### config.mk
export PLATFORM = sky130hd
export DESIGN_NAME = param_shift_engine_flat
export DESIGN_NICKNAME = d
export VERILOG_FILES = /design/src/rtl/param_shift_engine_if.sv /design/src/rtl/param_shift_engine.sv /design/src/flat_wrapper.sv
export SDC_FILE = /design/constraint.sdc
export NUM_CORES = 1
export LEC_CHECK = 0
export CORE_ASPECT_RATIO = 1.4
export CORE_MARGIN = 2
export CORE_UTILIZATION = 48
export CTS_CLUSTER_DIAMETER = 60
export DETAILED_ROUTE_END_ITERATION = 8
export GPL_TIMING_DRIVEN = 0
export HOLD_SLACK_MARGIN = 0.1
export PLACE_DENSITY_LB_ADDON = 0.2
export SYNTH_ARGS = -nofsm -noshare
export SYNTH_HDL_FRONTEND = slang
export SYNTH_SLANG_ARGS = --single-unit
### constraint.sdc
create_clock -name CLK -period 1.8 [get_ports CLK]
set_clock_uncertainty 0.05 [all_clocks]
set_input_delay 0.36 -clock CLK [delete_from_list [all_inputs] [get_ports CLK]]
set_output_delay 0.36 -clock CLK [all_outputs]
set_load 0.02 [all_outputs]
### src/rtl/param_shift_engine_if.sv
// Bus interface for param_shift_engine: load, shift and burst controls in, register view out.
interface param_shift_engine_if #(
  parameter int unsigned WIDTH = 8,
  parameter int unsigned CNT_W = 4
);
  logic             LOAD;
  logic [WIDTH-1:0] DATA;
  logic             SHIFT;
  logic             DIR;
  logic [1:0]       MODE;
  logic             SER_IN;
  logic             START;
  logic [CNT_W-1:0] COUNT;
  logic [WIDTH-1:0] Q;
  logic             SER_OUT;
  logic             BUSY;
  logic             DONE;

  modport master (
    output LOAD, DATA, SHIFT, DIR, MODE, SER_IN, START, COUNT,
    input  Q, SER_OUT, BUSY, DONE
  );

  modport slave (
    input  LOAD, DATA, SHIFT, DIR, MODE, SER_IN, START, COUNT,
    output Q, SER_OUT, BUSY, DONE
  );
endinterface

### src/rtl/param_shift_engine.sv
// Shift register with logical/rotate/arithmetic single steps and counted bursts.
// Bursts latch direction and mode at START; LOAD aborts a burst without a DONE pulse.
module param_shift_engine #(
  parameter int unsigned WIDTH = 8,
  parameter int unsigned CNT_W = 4
) (
  input logic                CLK,
  input logic                RST,
  param_shift_engine_if.slave bus
);

  typedef enum logic [0:0] {StIdle, StRun} state_e;

  state_e             state_q, state_d;
  logic [WIDTH-1:0]   q_q, q_d;
  logic [CNT_W-1:0]   cnt_q, cnt_d;
  logic               dir_q, dir_d;
  logic [1:0]         mode_q, mode_d;
  logic               done_q, done_d;

  function automatic logic [WIDTH-1:0] step_fn(input logic [WIDTH-1:0] q, input logic dir,
                                               input logic [1:0] mode, input logic ser);
    logic [WIDTH-1:0] r;
    case (mode)
      2'b01:   r = dir ? {q[WIDTH-2:0], q[WIDTH-1]} : {q[0], q[WIDTH-1:1]};
      2'b10:   r = dir ? {q[WIDTH-2:0], 1'b0} : {q[WIDTH-1], q[WIDTH-1:1]};
      default: r = dir ? {q[WIDTH-2:0], ser} : {ser, q[WIDTH-1:1]};
    endcase
    return r;
  endfunction

  always_comb begin
    state_d = state_q;
    q_d     = q_q;
    cnt_d   = cnt_q;
    dir_d   = dir_q;
    mode_d  = mode_q;
    done_d  = 1'b0;
    if (bus.LOAD) begin
      q_d     = bus.DATA;
      state_d = StIdle;
      cnt_d   = '0;
    end else begin
      unique case (state_q)
        StIdle: begin
          if (bus.START) begin
            if (bus.COUNT != '0) begin
              cnt_d   = bus.COUNT;
              dir_d   = bus.DIR;
              mode_d  = bus.MODE;
              state_d = StRun;
            end else begin
              done_d = 1'b1;
            end
          end else if (bus.SHIFT) begin
            q_d = step_fn(q_q, bus.DIR, bus.MODE, bus.SER_IN);
          end
        end
        StRun: begin
          // Serial fill stays live during a burst; only direction and mode are latched.
          q_d = step_fn(q_q, dir_q, mode_q, bus.SER_IN);
          if (cnt_q == CNT_W'(1)) begin
            cnt_d   = '0;
            state_d = StIdle;
            done_d  = 1'b1;
          end else begin
            cnt_d = cnt_q - CNT_W'(1);
          end
        end
        default: state_d = StIdle;
      endcase
    end
  end

  always_ff @(posedge CLK) begin
    if (RST) begin
      state_q <= StIdle;
      q_q     <= '0;
      cnt_q   <= '0;
      dir_q   <= 1'b0;
      mode_q  <= 2'b00;
      done_q  <= 1'b0;
    end else begin
      state_q <= state_d;
      q_q     <= q_d;
      cnt_q   <= cnt_d;
      dir_q   <= dir_d;
      mode_q  <= mode_d;
      done_q  <= done_d;
    end
  end

  logic eff_dir;
  assign eff_dir     = (state_q == StRun) ? dir_q : bus.DIR;
  assign bus.Q       = q_q;
  assign bus.SER_OUT = eff_dir ? q_q[WIDTH-1] : q_q[0];
  assign bus.BUSY    = (state_q == StRun);
  assign bus.DONE    = done_q;

endmodule

### src/flat_wrapper.sv
// flat-port wrapper written by rule: the top's interface ports become plain ports
module param_shift_engine_flat 
#(
  parameter int unsigned WIDTH = 8,
  parameter int unsigned CNT_W = 4
)
  (CLK, RST, bus_LOAD, bus_DATA, bus_SHIFT, bus_DIR, bus_MODE, bus_SER_IN, bus_START, bus_COUNT, bus_Q, bus_SER_OUT, bus_BUSY, bus_DONE);
  param_shift_engine_if #(.WIDTH(WIDTH), .CNT_W(CNT_W)) bus_i ();
  input logic CLK;
  input logic RST;
  input wire logic [$bits(bus_i.LOAD)-1:0] bus_LOAD;
  input wire logic [$bits(bus_i.DATA)-1:0] bus_DATA;
  input wire logic [$bits(bus_i.SHIFT)-1:0] bus_SHIFT;
  input wire logic [$bits(bus_i.DIR)-1:0] bus_DIR;
  input wire logic [$bits(bus_i.MODE)-1:0] bus_MODE;
  input wire logic [$bits(bus_i.SER_IN)-1:0] bus_SER_IN;
  input wire logic [$bits(bus_i.START)-1:0] bus_START;
  input wire logic [$bits(bus_i.COUNT)-1:0] bus_COUNT;
  output wire logic [$bits(bus_i.Q)-1:0] bus_Q;
  output wire logic [$bits(bus_i.SER_OUT)-1:0] bus_SER_OUT;
  output wire logic [$bits(bus_i.BUSY)-1:0] bus_BUSY;
  output wire logic [$bits(bus_i.DONE)-1:0] bus_DONE;
  assign bus_i.LOAD = bus_LOAD;
  assign bus_i.DATA = bus_DATA;
  assign bus_i.SHIFT = bus_SHIFT;
  assign bus_i.DIR = bus_DIR;
  assign bus_i.MODE = bus_MODE;
  assign bus_i.SER_IN = bus_SER_IN;
  assign bus_i.START = bus_START;
  assign bus_i.COUNT = bus_COUNT;
  assign bus_Q = bus_i.Q;
  assign bus_SER_OUT = bus_i.SER_OUT;
  assign bus_BUSY = bus_i.BUSY;
  assign bus_DONE = bus_i.DONE;
  param_shift_engine #(.WIDTH(WIDTH), .CNT_W(CNT_W)) u_core (.CLK(CLK), .RST(RST), .bus(bus_i));
endmodule
Word level (Yosys, flattened, before mapping)
Index checks and enable logic that the tools add are counted.
Cells by class
  equality and inequality tests: 11
  reductions and logical operators: 6
  bitwise operators: 2
  add/subtract/negate cells: 1
  mux-type cells: 26
Operators with widths (number)
  2-to-1 mux 8 bit: 9
  one-hot mux 8 bit (2 select lines): 3
  2-to-1 mux 4 bit: 3
  2-to-1 mux 1 bit: 8
  inequality test 4 bit, second input constant: 2
  one-hot mux 4 bit (2 select lines): 1
  AND reduction 4 bit: 2
  inequality test 3 bit, second input constant: 2
  equality test 2 x 1 -> 1 bit, second input constant: 2
  equality test 2 bit, second input constant: 2
  equality test 4 x 1 -> 1 bit, second input constant: 1
  one-hot mux 1 bit (2 select lines): 2
  AND reduction 2 bit: 2
  nonzero test 4 bit: 1
  subtractor 4 x 1 -> 4 bit, second input constant: 1
  inequality test 2 x 1 -> 1 bit, second input constant: 1
  inequality test 2 bit, second input constant: 1
  inverter 1 bit: 2
  OR reduction 2 bit: 1
Word-level totals
  input port bits: 21
  flip-flop bits (word level): 17
  word-level logic and storage cells: 53

Depth between registers and ports, before layout
  depth in word-level cells: 6
  mapped depth: 6

Least setup slack after synthesis
Ideal clock, no wire load.
  kind: register to output
  from: reg u_core.state_q (netlist: u_core.bus.BUSY)
  to: out bus_SER_OUT
  arrival: 1.328 ns
  buffers on the path: 1
  slack: 0.062 ns
  stages on the path, launching flop included: 5
  required time: 1.390 ns
  cell sequence: dfxtp_1 > mux2i_2 > buf_6 > nand2_1 > o21ai_0
Between the ends
  cells in the longest elaborated chain, start to end: 2
Ends and longest elaborated chain
  start, declared: RTL line param_shift_engine.sv:14  | state_e state_q, state_d;
  start signal, assigned: RTL line param_shift_engine.sv:77  | state_q <= StIdle;
  start signal, assigned: RTL line param_shift_engine.sv:84  | state_q <= state_d;
  2-to-1 mux 1 bit: RTL line param_shift_engine.sv:94  | assign eff_dir = (state_q == StRun) ? dir_q : bus.DIR;
  2-to-1 mux 1 bit: RTL line param_shift_engine.sv:96  | assign bus.SER_OUT = eff_dir ? q_q[WIDTH-1] : q_q[0];
  end, declared: RTL line flat_wrapper.sv:20  | output wire logic [$bits(bus_i.SER_OUT)-1:0] bus_SER_OUT;
Every way passes these cells.

Worst setup path in the final report
Ends and elaborated chain as after synthesis.

==> results.ini <==
[placement]
port_buffers = 29
hpwl_mm = 2.47
gp_congestion = 0.868
placed_area_um2 = 1580
dp_cells = 206

[grt]
grt_max_degree = 11
grt_usage_pct = 23.8
grt_overflow = 0
grt_pass1_vias = 1245
grt_pass1_wl_mm = 5.32
antenna_found_initial = 0

[sta]
worst_slew_pin_slew_ns = 0.496
period_share_pct = 97.5
fin_crit_ns = 1.76
holdWs_ns = 0.359
relSlewSlack_pct = 66.9
finalHoldViolCount = 0
setup_violations = 0
rsz0062_at_grt = yes
fmax_mhz = 570
slew_viol_final = 0

[logic_synthesis]
syn-instance-count = 143
synth_edf_count = 0
async_flop_share_pct = 0
syn_area_per_cell_um2 = 8.74
synth-seq-cells = 17
syn_nets = 170
yosysWarnings = 0
synth_seq_area_share_pct = 27.2
syn_area_um2 = 1250
synth_flop_cell = dfxtp_1
synth_cell_type_count = 42

[floorplanning]
io_pins = 32
die_w_um = 47.1
fp-row-count = 21
coreArea_um2 = 2440
floorplan.initialDensity_pct = 51.2
die_y_um = 64.4
die-area_um2 = 3030

[drt]
dr.pass1.iters = 4
ant_nets = 0
dr.first_iter.drc_count = 44
wire_per_inst_um = 15.7
drcViolationCount = 0
vias = 1257
totalWireLength_mm = 3.37
drt-vias-per-instance = 5.85

[power_and_ir_drop]
p_int_w = 0.000656
p_sw_w = 0.000335
peakVddDrop_uv = 410
p_seq_share_pct = 43.6
p_leak_nw = 0.731
p_comb_share_pct = 34.4
p_per_area_nw_per_um2 = 576
swShare_pct = 33.8
power_frac_clock_pct = 22.0

[worst_setup_path]
cp-end-kind = output port
cp_top_family = flip-flops
slowest_delay_ns = 0.39
crit_path_top_delay_cell = dfxtp_4
path_buf_inv = 2
arrival_ns = 1.35
startpoint_type = register
worstPathCellList = mux2i_4 > buf_6 > nand2_2 > o21ai_2 > buf_6
required_ns = 1.39
worstPathMaxFanout = 4
path_common_cell = buf_6
crit_type = register to output port

[final_layout]
drive_gt1_share_pct = 22.7
layout-area-overhead-vs-synth_pct = 37.6
nFillCells = 195
n_antenna_cell = 0
fin_nets = 209
layout_common_cells = clkdlybuf4s50_1, dfxtp_1, inv_1, a211oi_1, nor2b_1
stdcell_area_um2 = 1720
final_common_cell = clkdlybuf4s50_1
instances_no_fill = 215

[run]
drv_cap = 0

[clocking]
ctsLongestPathBuffers = 2
clock-sinks = 17
cts_hold_buf = 0
htree_levels = 1
clock_latency_ns = 0.30
cts_tree = yes
clk_pin_slew_ns = 0.10
cts_buffers = 3
cts-root-buf = clkbuf_4

[min_path]
hold_path.class = input port to register

[status]
status = finished, final reports clean

## area by class of cell
cell class	count	area (um2)	share of cell area, %
clock buffers	3	22.5	1.31
clock inverters	1	5.00	0.291
inverters	13	48.8	2.84
plain buffers	10	63.8	3.71
flip-flops and latches	17	347	20.1
multi-input cells	102	840	48.8
well taps	34	42.5	2.47
repair buffers	35	352	20.4
## registers in the layout, summed over array words and instances (netlist names)
register / cells
u_core.bus.Q: 8
u_core.cnt_q: 4
u_core.mode_q: 2
u_core.bus.BUSY: 1
u_core.bus.DONE: 1
u_core.dir_q: 1
## kinds of logic (layout without fill, tap and decap cells)
kind of cell    Yosys count  after routing  share of synthesized area [%]
simple gates             48             48                           22.5
flops                    17             17                           27.2
compound gates           44             44                           31.4
buf+inv                  24             62                           9.31
mux                       4              4                           3.50
fa+ha+maj                 6              6                           6.01
## Yosys cell counts (2+ instances only)
cell | instances | area, um2
clkbuf_1 | 4 | 15.0
a221oi_1 | 2 | 17.5
buf_2 | 3 | 15.0
a2111oi_0 | 2 | 17.5
o21ai_0 | 7 | 35.0
nand3b_1 | 7 | 52.6
dfxtp_1 | 17 | 340
mux2i_1 | 3 | 30.0
nor3_1 | 7 | 35.0
a211oi_1 | 11 | 82.6
nor2b_1 | 10 | 62.6
nand2_1 | 6 | 22.5
a21oi_1 | 5 | 25.0
buf_4 | 2 | 15.0
buf_6 | 2 | 22.5
a31oi_1 | 2 | 12.5
inv_1 | 12 | 45.0
or3_1 | 2 | 12.5
nor2_1 | 6 | 22.5
nor4b_1 | 2 | 17.5
o41ai_2 | 5 | 81.3
ha_1 | 6 | 75.1
## repair_timing
action | in CTS | in global routing
endpoints found under the setup margin | 3 | 15
buffers inserted | 3 | 3
pin swaps | 0 | 2
gates resized for setup | 16 | 16
## per-stage QoR
stage / setup TNS (ns) / power [W] / worst slack [ns] / utilization [%]
5_1_grt: -0.0102 / 0.00104 / -0.00936 / 70.4
3_3_place_gp: -4.52 / 0.000743 / -0.855 / 64.8
2_1_floorplan: 0 / 0.000622 / 0.0615 / -
3_5_place_dp: -4.65 / 0.000751 / -0.842 / 64.8
6_report: 0 / 0.000992 / 0.0447 / 70.4
4_1_cts: 0 / 0.000976 / 0.00183 / 67.9
## worst min-delay path: stages
cell      delay, ns
buf_4          0.15
o41ai_4        0.08
a211oi_1       0.08
## final timing paths
kind	slack, ns	depth (start not counted)	endpoint	start
worst max register to register	0.13	6	u_core.bus.Q[7]$_SDFFE_PP0P_	u_core.mode_q[0]$_SDFFE_PP0P_
worst min register to register	0.48	2	u_core.mode_q[0]$_SDFFE_PP0P_	u_core.mode_q[0]$_SDFFE_PP0P_
worst min-delay path	0.36	3	u_core.bus.BUSY$_SDFF_PP0_	bus_START
worst max-delay path	0.04	5	bus_SER_OUT	u_core.bus.BUSY$_SDFF_PP0_
## power groups by stage
stage	Combinational, W	Sequential, W	Clock (W)
after floorplan	0.000172	0.000450	0
after global placement	0.000307	0.000436	0
after detailed placement	0.000314	0.000437	0
after CTS	0.000332	0.000428	0.000217
after global routing	0.000366	0.000435	0.000235
final	0.000341	0.000432	0.000218
## routing by layer
layer  part of all wire [%]  global-route usage [%]
met5                      0                       0
met4                    3.1                    7.99
met3                    3.9                    3.39
met1                     39                    25.5
met2                     54                    44.2
No activity file was read; power rests on OpenSTA's default activity.
